File: src/rtl/parking_pkg.sv
// Shared parking definitions: FSM state encoding, active-low 7-seg glyphs
// (segment order gfedcba) and the token compare helper.
package parking_pkg;

  typedef enum logic [2:0] {
    ST_IDLE        = 3'd0,
    ST_WAIT_TOKEN  = 3'd1,
    ST_WRONG_TOKEN = 3'd2,
    ST_GATE_OPEN   = 3'd3,
    ST_LOCKOUT     = 3'd4,
    ST_TAILGATE    = 3'd5
  } state_t;

  localparam logic [6:0] SEG_OFF = 7'h7F;
  localparam logic [6:0] SEG_E   = 7'h06;
  localparam logic [6:0] SEG_T   = 7'h07;
  localparam logic [6:0] SEG_6   = 7'h02;
  localparam logic [6:0] SEG_0   = 7'h40;
  localparam logic [6:0] SEG_L   = 7'h47;
  localparam logic [6:0] SEG_5   = 7'h12;
  localparam logic [6:0] SEG_P   = 7'h0C;

  function automatic logic token_match(input logic [1:0] t1, input logic [1:0] t2,
                                       input logic [1:0] exp1, input logic [1:0] exp2);
    return (t1 == exp1) && (t2 == exp2);
  endfunction

endpackage

File: src/rtl/occupancy_counter.sv
// Saturating occupancy counter shared by entrance and exit sides; full is
// registered alongside the count so both change on the same edge.
module occupancy_counter #(
  parameter int CAPACITY = 8,
  parameter int CNT_W    = 4
) (
  input  logic             clk,
  input  logic             reset,
  input  logic             inc,
  input  logic             dec,
  output logic [CNT_W-1:0] count,
  output logic             full
);

  localparam logic [CNT_W-1:0] CAP = CNT_W'(CAPACITY);

  logic [CNT_W-1:0] count_nxt;

  // Simultaneous inc and dec cancel, even at the saturation limits.
  always_comb begin
    count_nxt = count;
    if (inc && !dec) begin
      if (count != CAP) count_nxt = count + CNT_W'(1);
    end else if (dec && !inc) begin
      if (count != '0) count_nxt = count - CNT_W'(1);
    end
  end

  always_ff @(posedge clk) begin
    if (reset) begin
      count <= '0;
      full  <= 1'b0;
    end else begin
      count <= count_nxt;
      full  <= (count_nxt == CAP);
    end
  end

endmodule

File: src/rtl/parking_exit_controller.sv
// Exit gate controller: token check, retry/lockout, tailgate handling and the
// shared occupancy count. Define EXIT_HEX_EN to drive per-state HEX glyphs.
module parking_exit_controller
  import parking_pkg::*;
#(
  parameter int         WAIT_CYCLES = 4,
  parameter int         MAX_TRIES   = 3,
  parameter int         LOCK_CYCLES = 16,
  parameter int         CAPACITY    = 8,
  parameter int         CNT_W       = 4,
  parameter logic [1:0] TOKEN_1     = 2'b10,
  parameter logic [1:0] TOKEN_2     = 2'b01
) (
  input  logic             clk,
  input  logic             reset,
  input  logic             sensor_exit,
  input  logic             sensor_clear,
  input  logic [1:0]       token_1,
  input  logic [1:0]       token_2,
  input  logic             token_valid,
  input  logic             car_entered,
  output logic             GREEN_LED,
  output logic             RED_LED,
  output logic             gate_open,
  output logic [CNT_W-1:0] occupancy,
  output logic             full,
  output logic [6:0]       HEX_1,
  output logic [6:0]       HEX_2
);

  localparam int WAIT_W = (WAIT_CYCLES > 1) ? $clog2(WAIT_CYCLES) : 1;
  localparam int LOCK_W = (LOCK_CYCLES > 1) ? $clog2(LOCK_CYCLES) : 1;
  localparam int TRY_W  = $clog2(MAX_TRIES + 1);

  localparam logic [WAIT_W-1:0] WAIT_LAST = WAIT_W'(WAIT_CYCLES - 1);
  localparam logic [LOCK_W-1:0] LOCK_LAST = LOCK_W'(LOCK_CYCLES - 1);
  localparam logic [TRY_W-1:0]  TRY_MAX   = TRY_W'(MAX_TRIES);

  state_t            state, state_nxt;
  logic [WAIT_W-1:0] wait_cnt, wait_nxt;
  logic [LOCK_W-1:0] lock_cnt, lock_nxt;
  logic [TRY_W-1:0]  tries, tries_nxt;
  logic              blink;
  logic              blink_state;
  logic              exit_pulse;
  logic              match;

  assign match = token_match(token_1, token_2, TOKEN_1, TOKEN_2);

  always_comb begin
    state_nxt  = state;
    tries_nxt  = tries;
    exit_pulse = 1'b0;
    case (state)
      ST_IDLE: begin
        tries_nxt = '0;
        if (sensor_exit && occupancy != '0) state_nxt = ST_WAIT_TOKEN;
      end
      ST_WAIT_TOKEN: begin
        if (!sensor_exit) begin
          state_nxt = ST_IDLE;
        end else if (wait_cnt == WAIT_LAST) begin
          if (match) begin
            state_nxt = ST_GATE_OPEN;
          end else begin
            tries_nxt = TRY_W'(1);
            state_nxt = (tries_nxt == TRY_MAX) ? ST_LOCKOUT : ST_WRONG_TOKEN;
          end
        end
      end
      ST_WRONG_TOKEN: begin
        if (token_valid) begin
          if (match) begin
            state_nxt = ST_GATE_OPEN;
          end else begin
            tries_nxt = (tries == TRY_MAX) ? tries : tries + TRY_W'(1);
            if (tries_nxt == TRY_MAX) state_nxt = ST_LOCKOUT;
          end
        end
      end
      ST_LOCKOUT: begin
        if (lock_cnt == LOCK_LAST) begin
          state_nxt = ST_WRONG_TOKEN;
          tries_nxt = '0;
        end
      end
      ST_GATE_OPEN: begin
        tries_nxt = '0;
        if (sensor_clear) begin
          if (sensor_exit) begin
            state_nxt = ST_TAILGATE;
          end else begin
            state_nxt  = ST_IDLE;
            exit_pulse = 1'b1;
          end
        end
      end
      ST_TAILGATE: begin
        if (token_valid && match) state_nxt = ST_GATE_OPEN;
      end
      default: state_nxt = ST_IDLE;
    endcase
  end

  // Dwell counters restart whenever their state is (re)entered.
  assign wait_nxt = (state == ST_WAIT_TOKEN && state_nxt == ST_WAIT_TOKEN) ? wait_cnt + WAIT_W'(1) : '0;
  assign lock_nxt = (state == ST_LOCKOUT && state_nxt == ST_LOCKOUT) ? lock_cnt + LOCK_W'(1) : '0;

  assign blink_state = (state == ST_GATE_OPEN) || (state == ST_WRONG_TOKEN) || (state == ST_TAILGATE);

  always_ff @(posedge clk) begin
    if (reset) begin
      state    <= ST_IDLE;
      wait_cnt <= '0;
      lock_cnt <= '0;
      tries    <= '0;
      blink    <= 1'b0;
    end else begin
      state    <= state_nxt;
      wait_cnt <= wait_nxt;
      lock_cnt <= lock_nxt;
      tries    <= tries_nxt;
      blink    <= (blink_state && state_nxt == state) ? ~blink : 1'b0;
    end
  end

  assign gate_open = (state == ST_GATE_OPEN);
  assign GREEN_LED = blink && (state == ST_GATE_OPEN);
  assign RED_LED   = (state == ST_WAIT_TOKEN) || (state == ST_LOCKOUT) ||
                     (blink && (state == ST_WRONG_TOKEN || state == ST_TAILGATE));

  occupancy_counter #(
    .CAPACITY (CAPACITY),
    .CNT_W    (CNT_W)
  ) u_occ (
    .clk   (clk),
    .reset (reset),
    .inc   (car_entered),
    .dec   (exit_pulse),
    .count (occupancy),
    .full  (full)
  );

`ifdef EXIT_HEX_EN
  logic [6:0] hex1_d, hex2_d, hex1_q, hex2_q;

  always_comb begin
    hex1_d = SEG_OFF;
    hex2_d = SEG_OFF;
    case (state)
      ST_WAIT_TOKEN:  begin hex1_d = SEG_E; hex2_d = SEG_T; end
      ST_WRONG_TOKEN: begin hex1_d = SEG_E; hex2_d = SEG_E; end
      ST_GATE_OPEN:   begin hex1_d = SEG_6; hex2_d = SEG_0; end
      ST_LOCKOUT:     begin hex1_d = SEG_L; hex2_d = SEG_0; end
      ST_TAILGATE:    begin hex1_d = SEG_5; hex2_d = SEG_P; end
      default:        begin hex1_d = SEG_OFF; hex2_d = SEG_OFF; end
    endcase
  end

  always_ff @(posedge clk) begin
    if (reset) begin
      hex1_q <= SEG_OFF;
      hex2_q <= SEG_OFF;
    end else begin
      hex1_q <= hex1_d;
      hex2_q <= hex2_d;
    end
  end

  assign HEX_1 = hex1_q;
  assign HEX_2 = hex2_q;
`else
  assign HEX_1 = SEG_OFF;
  assign HEX_2 = SEG_OFF;
`endif

endmodule

File: config.mk
export PLATFORM = sky130hd
export DESIGN_NAME = parking_exit_controller
export DESIGN_NICKNAME = d
export VERILOG_FILES = /design/src/rtl/parking_pkg.sv /design/src/rtl/occupancy_counter.sv /design/src/rtl/parking_exit_controller.sv
export SDC_FILE = /design/constraint.sdc
export NUM_CORES = 1
export LEC_CHECK = 0
export CORE_ASPECT_RATIO = 2
export CORE_UTILIZATION = 48
export DETAILED_ROUTE_END_ITERATION = 16
export GPL_TIMING_DRIVEN = 0
export PLACE_DENSITY_LB_ADDON = 0.15
export SYNTH_ARGS = -nofsm -noshare
export SYNTH_HDL_FRONTEND = slang
export SYNTH_HIERARCHICAL = 1
export SYNTH_SLANG_ARGS = --single-unit
File: constraint.sdc
create_clock -name clk -period 2.7 [get_ports clk]
set_input_delay 0.405 -clock clk [delete_from_list [all_inputs] [get_ports clk]]
set_output_delay 0.405 -clock clk [all_outputs]
set_load 0.005 [all_outputs]
* Word level (Yosys, flattened, before mapping) *
Index checks and enable logic that the tools add are counted.

operators by class
  $add $sub $neg = 5
  eq/ne operators = 22
  multiplexer cells = 27
  bitwise logic cells = 4
  reductions and logical operators = 25

operator list
  cell                   count
  $mux W3                10
  $pmux W3 S6            1
  $mux W4                4
  $mux W2                7
  $ne A2 B2 Y1 const B   6
  $logic_and A1 B1 Y1    10
  $eq A3 B3 Y1 const B   3
  $add A4 B1 Y4 const B  2
  $eq A2 B2 Y1 const B   4
  $eq A4 B4 Y1 const B   2
  $pmux W2 S4            1
  $reduce_bool A4 Y1     2
  $reduce_or A2 Y1       4
  $reduce_and A7 Y1      1
  $eq A3 B1 Y1 const B   2
  $eq A3 B2 Y1 const B   2
  $logic_or A1 B1 Y1     5
  $add A2 B1 Y2 const B  2
  $mux W1                4
  $ne A4 B4 Y1 const B   1
  $not A1 Y1             4
  $sub A4 B1 Y4 const B  1
  $eq A3 B3 Y1           1
  $logic_not A3 Y1       1
  2 further kinds        3

word-level totals
  bits in registers = 17

* Logic depth before layout (Yosys ltp) *
Gate-level depths: netlist of run 1.

  depth in word-level cells = 11
  mapped depth = 11

* Hierarchy *
The synthesis of run 1 kept the hierarchy.

by module, submodules not included
  module                   times used  cells an instance  area each (sq um)  seq. area each (sq um)
  parking_exit_controller  1           105                865.8              240.2
  occupancy_counter        1           45                 396.6              100.1

* Least setup slack after synthesis of run 1 *
OpenSTA, ideal clock, no wires.

  kind = register to register
  start point = register state[0]
  end point = register u_occ.full
  library setup time = 0.103 ns
  arrival time = 2.020 ns
  slack = 0.576 ns
  cell stages (with the launch flop) = 12
  buffers on the path = 3
  cell sequence = dfxtp_1 > clkbuf_4 > clkbuf_1 > and2_1 > nand2_1 > nor2_1 > buf_6 > and4bb_2 > a21oi_1 > o22a_1 > nand2_1 > a2111oi_2

on the way
  cells in the longest elaborated chain, start to end = 6
  elaborated cells between the ends (all ways) = 8
  classes of those cells = eq/ne (2); mux (3); reduce/logical (3)

RTL lines
  what                                                     line                                              source
  from (decl)                                              parking_exit_controller.sv:39                     state_t state, state_nxt;
  from (signal assigned)                                   parking_exit_controller.sv:119                    state <= state_nxt;
  $eq A3 B2 Y1 (*)                                         --
  via gate_open                                            parking_exit_controller.sv:24                     output logic gate_open,
  $mux W1 (*)                                              parking_exit_controller.sv:54                     case (state)
  via exit_pulse                                           parking_exit_controller.sv:45                     logic exit_pulse;
  $logic_and A1 B1 Y1 or $logic_not A1 Y1 (tied branches)  occupancy_counter.sv:24, occupancy_counter.sv:22
  $mux W4 or $logic_and A1 B1 Y1 (tied branches)           occupancy_counter.sv:24, occupancy_counter.sv:22
  $mux W4 (*)                                              occupancy_counter.sv:22                           if (inc && !dec) begin
  $eq A4 B4 Y1 (*)                                         occupancy_counter.sv:35                           full <= (count_nxt == CAP);
  to (signal assigned)                                     occupancy_counter.sv:35
  to (decl)                                                occupancy_counter.sv:12                           output logic full

The timed path passes the listed nets; every way through them passes the cells marked *.
A chain may end at the register's enable or synchronous reset.

* Final worst setup path of run 1 *
  start point = register state[1]
  end point = register u_occ.full

on the way
  cells in the longest elaborated chain, start to end = 6
  elaborated cells between the ends (all ways) = 8
  classes of those cells = eq/ne (2); mux (3); reduce/logical (3)

RTL lines
  what                                                     line
  $eq A3 B2 Y1 (*)                                         parking_exit_controller.sv:54
  $mux W1 (*)                                              parking_exit_controller.sv:54
  via exit_pulse                                           parking_exit_controller.sv:45
  $logic_and A1 B1 Y1 or $logic_not A1 Y1 (tied branches)  occupancy_counter.sv:24, occupancy_counter.sv:22
  $mux W4 or $logic_and A1 B1 Y1 (tied branches)           occupancy_counter.sv:24, occupancy_counter.sv:22
  $mux W4 (*)                                              occupancy_counter.sv:22
  $eq A4 B4 Y1 (*)                                         occupancy_counter.sv:35

Marks and branches as above.

==> results.txt, run 1 <==
Vias in the first global route: 1081
Max Clock Freq: 0.406 GHz
Category of the worst setup path capture point: register
Core region area: 0.00254 mm2
Critical path class: reg2reg
Actual transition at the worst max-transition pin: 0.570 ns
Proportion of power drawn by the clock network: 33.8%
Endpoint of the most critical register-to-register path: u_occ/full
Number of DRC violations after detailed-routing iteration 0: 40
Antenna violations before repair: 0
Hold Crit Start: lock_cnt[0]
Number of buffers inserted to repair setup after CTS: 0
Hold-fix buffers, CTS: 0
Clk sinks: 17
TritonCTS clock tree: built
Vias per std cell: 5.65
Initial Utilization: 49.8%
Estimated wirelength of the detail-placed design: 2320 um
Status: complete, no violations
Critical-path cell list: buf_2 -> nor2b_1 -> and2_1 -> nand2_1 -> nor2_1 -> buf_6 -> and4bb_2 -> a21oi_1 -> o22a_1 -> nand2_1 -> a2111oi_2
Routed wire length per instance: 14.2 um
Library cell appearing most often on the critical path: nand2_1
Synth-to-layout area growth: 22.9%
Internal: 0.427 mW
Fraction of the yosys area taken by sequential cells: 27.0%
Total overflow reported by the global router: 0
Width of the die: 38.3 um
Worst hold path stage count: 1
Core Util, Final: 61.1%
Clock tree buffer depth: 2
Die Height: 74.5 um
Mean area per synthesized cell: 8.42 um2
Post-route clock period utilization: 91.2%
CP arrival: 2.62 ns
Dominant cell type by area after synthesis: dfxtp_1
Number of max-capacitance violations reported: 0
Post-synthesis cell count: 150
Family with the most delay on the worst path: simple AND/OR/NAND/NOR gates
Number of diodes: 0
Switching share of power: 28.2%
CTS H-tree lvls: 1
Crit-path max FO: 10
Synthesis Warnings: 6
Pin count of the biggest net entering global routing: 12
Worst Setup Start Kind: register
Global-route wire length before repair: 4570 um
Worst-path clk slew: 0.08 ns
Power share of the combinational group: 21.3%
Die Outline Area: 0.00285 mm2
Total power after layout: 0.595 mW
Count of cell types in the netlist: 59
Classification of the worst-slack hold path: reg2reg
End of the worst hold path: lock_cnt[0]
Drt drc: 0
Post-synth top flop: dfxtp_1
Fin Clk Skew: 0.00864 ns
Power spent charging and discharging nets: 0.168 mW
Number of hold-slack violations in the final timing report: 0
Via count: 1186
Number of pins with negative max-slew slack in the final report: 0
Synth area leaders: dfxtp_1 27%, buf_4 8.3%, nor2_1 4.8%
Most frequent standard cell in the layout excluding fill and tap cells: dfxtp_1
Net count, final: 197
Final design area excluding fillers: 0.00155 mm2
Flop pwr share: 44.9%
Overall fraction of global-route tracks in use: 21.8%
P_leak: 0.633 nW
Period minus WS final: 2.46 ns
Routed Antenna Nets: 0
Cell area after synthesis: 0.00126 mm2
Detailed-router iteration count before antenna repair: 4
Ports: 32
Peak supply drop: 0.344 mV
CP max stage cell: nor2b_1
Count of buffers from port buffering: 16
Pwr dens: 384 mW/mm2
Most used cells in the layout excluding fill and tap cells: 17 x dfxtp_1, 16 x nor2_1, 16 x clkdlybuf4s50_1
Worst reg2reg path depth: 11
Slowest Stage Delay on Critical Path: 0.36 ns
Post-detailed-routing wire length: 2980 um
Count of cell instances traversed by the critical path: 11
Worst setup slack for register-to-register paths: 0.24 ns
Number of enable flip-flop cells after synthesis: 0
Root Buffer: clkbuf_8
Max-slew headroom at the worst pin: 61.5%
Required time at the endpoint of the critical path: 2.86 ns
Critical path buffer and inverter count: 2
CTS resizes: 0
Standard-cell row count: 26
Setup repair after global routing missed its margin: false
Number of buffers inserted during clock tree synthesis: 3
TNS Setup: 0 ns
Fraction of post-synthesis cell area in the top cell type by area: 27.0%
Start of the worst register-to-register path: state[1]
Post-place instance area: 0.00151 mm2
Synth Register Bits: 17
Routability congestion estimate from global placement: 0.796
Share of flip-flops with an asynchronous set or reset after synthesis: 0%
Number of setup violations in the final report: 0
Proportion of layout cells with a drive suffix above 1: 19.2%
Worst-Skew Late Latency: 0.26 ns
state kept, by name (all words and copies together) (netlist names):
name and cells:
blink 1, lock_cnt 4, state 3, tries 2, u_occ/count 4, u_occ/full 1
wait_cnt 2
cell usage after synthesis (2+ instances only):
master / count
dfxtp_1: 17
nor2_1: 16
buf_4: 14
inv_1: 7
a21oi_1: 6
nand2_1: 6
nand3_1: 6
o21ai_0: 5
ha_1: 4
nand2b_1: 4
nor2b_1: 4
a31oi_1: 3
and2_1: 2
and3_1: 2
buf_2: 2
clkbuf_4: 2
mux2i_1: 2
nand3b_1: 2
nor3_1: 2
nor3b_2: 2
o211a_1: 2
o21ai_1: 2
xnor2_1: 2
worst max-delay path by stage:
| stage | start | endpoint | slack [ns] |
|---|---|---|---|
| 2_1_floorplan | state[0] | u_occ/full | 0.58 |
| 3_3_place_gp | state[1] | u_occ/full | 0.27 |
| 3_5_place_dp | state[0] | u_occ/full | 0.22 |
| 4_1_cts | state[0] | u_occ/full | 0.18 |
| 5_1_grt | state[1] | u_occ/full | 0.01 |
| 6_report | state[1] | u_occ/full | 0.24 |
kinds of logic after synthesis:
| family | count (synthesis) | synth area share, % |
|---|---|---|
| and+or+nand+nor | 62 | 30.3 |
| AOI/OAI and AO/OA | 34 | 21.2 |
| buffers and inverters | 27 | 13.6 |
| DFF | 17 | 27.0 |
| adders and majority gates | 4 | 3.96 |
| xor gates and xnor gates | 3 | 2.08 |
| muxes | 2 | 1.59 |
| other | 1 | 0.297 |
layer usage:
metal	vias up	track usage (%)	routed length (um)	share of wire [%]
met5	-	0	0	0
met4	0	9.13	57	1.9
met3	8	2.39	105	3.5
met2	39	42.4	1690	57
met1	564	21.6	1120	38
li1	575	-	-	-
area by class of cell:
cell class / count / area (um2)
plain buffers: 19 / 141
clock buffers: 3 / 41.3
clock inverters: 1 / 7.51
fillers: 254 / 986
inverters: 7 / 26.3
multi-input cells: 119 / 800
flip-flops and latches: 17 / 340
well taps: 28 / 35.0
repair buffers: 16 / 160
stage by stage:
step	hold slack, ns	worst slack (ns)	cells
2_1_floorplan	0.418	0.576	163
3_3_place_gp	0.427	0.272	207
3_5_place_dp	0.440	0.223	207
4_1_cts	0.456	0.184	211
5_1_grt	0.478	0.0108	210
6_report	0.449	0.238	210
power groups by stage:
stage / sequential [mW] / combinational (mW) / clock, mW
final: 0.267 / 0.127 / 0.201
after CTS: 0.267 / 0.126 / 0.205
after floorplan: 0.271 / 0.0847 / 0
after global routing: 0.268 / 0.140 / 0.217
after global placement: 0.272 / 0.123 / 0
after detailed placement: 0.273 / 0.125 / 0
No activity file was read; power rests on OpenSTA's default activity.
==> run 2: changes to the inputs <==
--- a/config.mk
+++ b/config.mk
@@ -6,7 +6,7 @@
 export NUM_CORES = 1
 export LEC_CHECK = 0
 export CORE_ASPECT_RATIO = 2
-export CORE_UTILIZATION = 48
+export CORE_UTILIZATION = 40
 export DETAILED_ROUTE_END_ITERATION = 16
 export GPL_TIMING_DRIVEN = 0
 export PLACE_DENSITY_LB_ADDON = 0.15
==> constraint.sdc (replaced) <==
create_clock -name clk -period 3.1 [get_ports clk]
set_input_delay 0.465 -clock clk [delete_from_list [all_inputs] [get_ports clk]]
set_output_delay 0.465 -clock clk [all_outputs]
set_load 0.005 [all_outputs]
==> results.txt, run 2 (synthesized netlist as in run 1, its figures left out) <==
CTS H-tree lvls: 1 (unchanged)
Global-route wire length before repair: 5060 um (was 4570 um)
Start of the worst register-to-register path: state[0] (was state[1])
Core region area: 0.00298 mm2 (was 0.00254 mm2)
Internal: 0.373 mW (was 0.427 mW)
CP max stage cell: dfxtp_1 (was nor2b_1)
Ports: 32 (unchanged)
Standard-cell row count: 28 (was 26)
Worst reg2reg path depth: 11 (unchanged)
Width of the die: 41.7 um (was 38.3 um)
Most used cells in the layout excluding fill and tap cells: 17 x dfxtp_1, 16 x nor2_1, 16 x clkdlybuf4s50_1 (unchanged)
Total overflow reported by the global router: 0 (unchanged)
Count of buffers from port buffering: 16 (unchanged)
Peak supply drop: 0.167 mV (was 0.344 mV)
Critical path class: reg2reg (unchanged)
Net count, final: 198 (was 197)
Worst setup slack for register-to-register paths: 0.63 ns (was 0.24 ns)
Number of setup violations in the final report: 0 (unchanged)
Estimated wirelength of the detail-placed design: 2460 um (was 2320 um)
Classification of the worst-slack hold path: reg2reg (unchanged)
Setup repair after global routing missed its margin: false (unchanged)
Worst-path clk slew: 0.07 ns (was 0.08 ns)
Clock tree buffer depth: 2 (unchanged)
Number of pins with negative max-slew slack in the final report: 0 (unchanged)
Drt drc: 0 (unchanged)
Core Util, Final: 52.2% (was 61.1%)
Actual transition at the worst max-transition pin: 0.550 ns (was 0.570 ns)
Total power after layout: 0.509 mW (was 0.595 mW)
Critical-path cell list: clkbuf_4 -> clkbuf_1 -> and2_1 -> nand2_1 -> nor2_1 -> buf_6 -> mux2i_1 -> nor2_1 -> a311oi_2 -> nand2_1 -> a2111oi_2 (was buf_2 -> nor2b_1 -> and2_1 -> nand2_1 -> nor2_1 -> buf_6 -> and4bb_2 -> a21oi_1 -> o22a_1 -> nand2_1 -> a2111oi_2)
TritonCTS clock tree: built (unchanged)
Clk sinks: 17 (unchanged)
Worst Setup Start Kind: register (unchanged)
Root Buffer: clkbuf_8 (unchanged)
Pwr dens: 327 mW/mm2 (was 384 mW/mm2)
TNS Setup: 0 ns (unchanged)
Non-filler instance count after layout: 213 (was 210)
Most frequent standard cell in the layout excluding fill and tap cells: dfxtp_1 (unchanged)
Routed wire length per instance: 14.8 um (was 14.2 um)
Proportion of layout cells with a drive suffix above 1: 18.6% (was 19.2%)
Fin Clk Skew: 0.00330 ns (was 0.00864 ns)
Category of the worst setup path capture point: register (unchanged)
Endpoint of the most critical register-to-register path: u_occ/full (unchanged)
Power share of the combinational group: 21.9% (was 21.3%)
Proportion of power drawn by the clock network: 32.3% (was 33.8%)
Vias in the first global route: 1156 (was 1081)
Post-route clock period utilization: 79.7% (was 91.2%)
Worst-Skew Late Latency: 0.25 ns (was 0.26 ns)
CP arrival: 2.62 ns (about the same)
Power spent charging and discharging nets: 0.135 mW (was 0.168 mW)
Number of buffers inserted to repair setup after CTS: 0 (unchanged)
Via count: 1160 (was 1186)
Crit-path max FO: 10 (unchanged)
Max-slew headroom at the worst pin: 62.9% (was 61.5%)
P_leak: 0.636 nW (was 0.633 nW)
Die Outline Area: 0.00340 mm2 (was 0.00285 mm2)
Antenna violations before repair: 0 (unchanged)
Status: complete, no violations (unchanged)
FILL cells: 311 (was 254)
Routed Antenna Nets: 0 (unchanged)
CTS resizes: 0 (unchanged)
Number of diodes: 0 (unchanged)
Setup crit start: state[0] (was state[1])
Flop pwr share: 45.8% (was 44.9%)
Number of max-capacitance violations reported: 0 (unchanged)
Max Clock Freq: 0.405 GHz (was 0.406 GHz)
Switching share of power: 26.6% (was 28.2%)
Hold-fix buffers, CTS: 0 (unchanged)
Worst Setup Slack post-DPL: 0.640 ns (was 0.223 ns)
Die Height: 81.5 um (was 74.5 um)
Number of hold-slack violations in the final timing report: 0 (unchanged)
Biggest registers after layout: lock_cnt: 4 flops, u_occ/count: 4 flops, state: 3 flops (unchanged)
Slowest Stage Delay on Critical Path: 0.37 ns (was 0.36 ns)
Initial Utilization: 42.4% (was 49.8%)
Overall fraction of global-route tracks in use: 19.4% (was 21.8%)
Vias per std cell: 5.45 (was 5.65)
Number of DRC violations after detailed-routing iteration 0: 16 (was 40)
Post-detailed-routing wire length: 3140 um (was 2980 um)
Required time at the endpoint of the critical path: 3.25 ns (was 2.86 ns)
Routability congestion estimate from global placement: 0.911 (was 0.796)
Capturing instance or port of the critical path: u_occ/full (unchanged)
Number of buffers inserted during clock tree synthesis: 3 (unchanged)
Placed instance count: 209 (was 207)
Detailed-router iteration count before antenna repair: 4 (unchanged)
Synth-to-layout area growth: 23.1% (was 22.9%)
Pin count of the biggest net entering global routing: 11 (was 12)
Period minus WS final: 2.47 ns (was 2.46 ns)
Worst setup slack after layout: 0.629 ns (was 0.238 ns)
==> run 2: how the worst min path moves through the flow <==
stage / start / endpoint / slack, ns / depth (start not counted)
finish: lock_cnt[0] / lock_cnt[0] / 0.45 / 1
global route: wait_cnt[0] / wait_cnt[0] / 0.48 / 1
CTS: lock_cnt[0] / lock_cnt[0] / 0.46 / 1
detailed placement: lock_cnt[0] / lock_cnt[0] / 0.45 / 1
global placement: wait_cnt[0] / wait_cnt[0] / 0.43 / 1
floorplan: lock_cnt[0] / lock_cnt[0] / 0.42 / 1
==> run 2: layout make-up <==
| cell class | count | area [um2] | share of cell area [%] |
|---|---|---|---|
| Inverter | 7 | 26.3 | 1.69 |
| Multi-Input combinational cell | 119 | 800 | 51.4 |
| Tap cell | 30 | 37.5 | 2.42 |
| Timing Repair Buffer | 16 | 160 | 10.3 |
| Sequential cell | 17 | 340 | 21.9 |
| Buffer | 20 | 145 | 9.34 |
| Clock buffer | 4 | 45.0 | 2.90 |
==> run 2: worst max-delay path, delay by kind of cell (launching register included) <==
kind | cells | cell delay [ns]
simple gates | 5 | 0.61
flops | 1 | 0.37
mux | 1 | 0.19
buf+inv | 3 | 0.70
compound gates | 2 | 0.50
==> run 2: power groups by stage <==
stage          clock network, mW  logic (mW)  registers, mW
3_3_place_gp                   0       0.106          0.237
5_1_grt                    0.176       0.122          0.234
4_1_cts                    0.168       0.110          0.233
3_5_place_dp                   0       0.109          0.238
6_report                   0.164       0.111          0.233
2_1_floorplan                  0      0.0738          0.236
==> run 2: through the flow <==
stage	instance area, um2	hold slack [ns]
after CTS	1550	0.457
after global placement	1510	0.428
after detailed placement	1510	0.448
after global routing	1550	0.476
after floorplan	1310	0.418
final	1550	0.454
==> run 2: routing by layer <==
| layer | vias to the layer above | routed length (um) | track usage [%] |
|---|---|---|---|
| met5 | - | 0 | 0 |
| met4 | 0 | 123 | 15.5 |
| met3 | 8 | 97 | 2.42 |
| met2 | 23 | 1790 | 38.4 |
| met1 | 551 | 1130 | 16.7 |
| li1 | 578 | - | - |
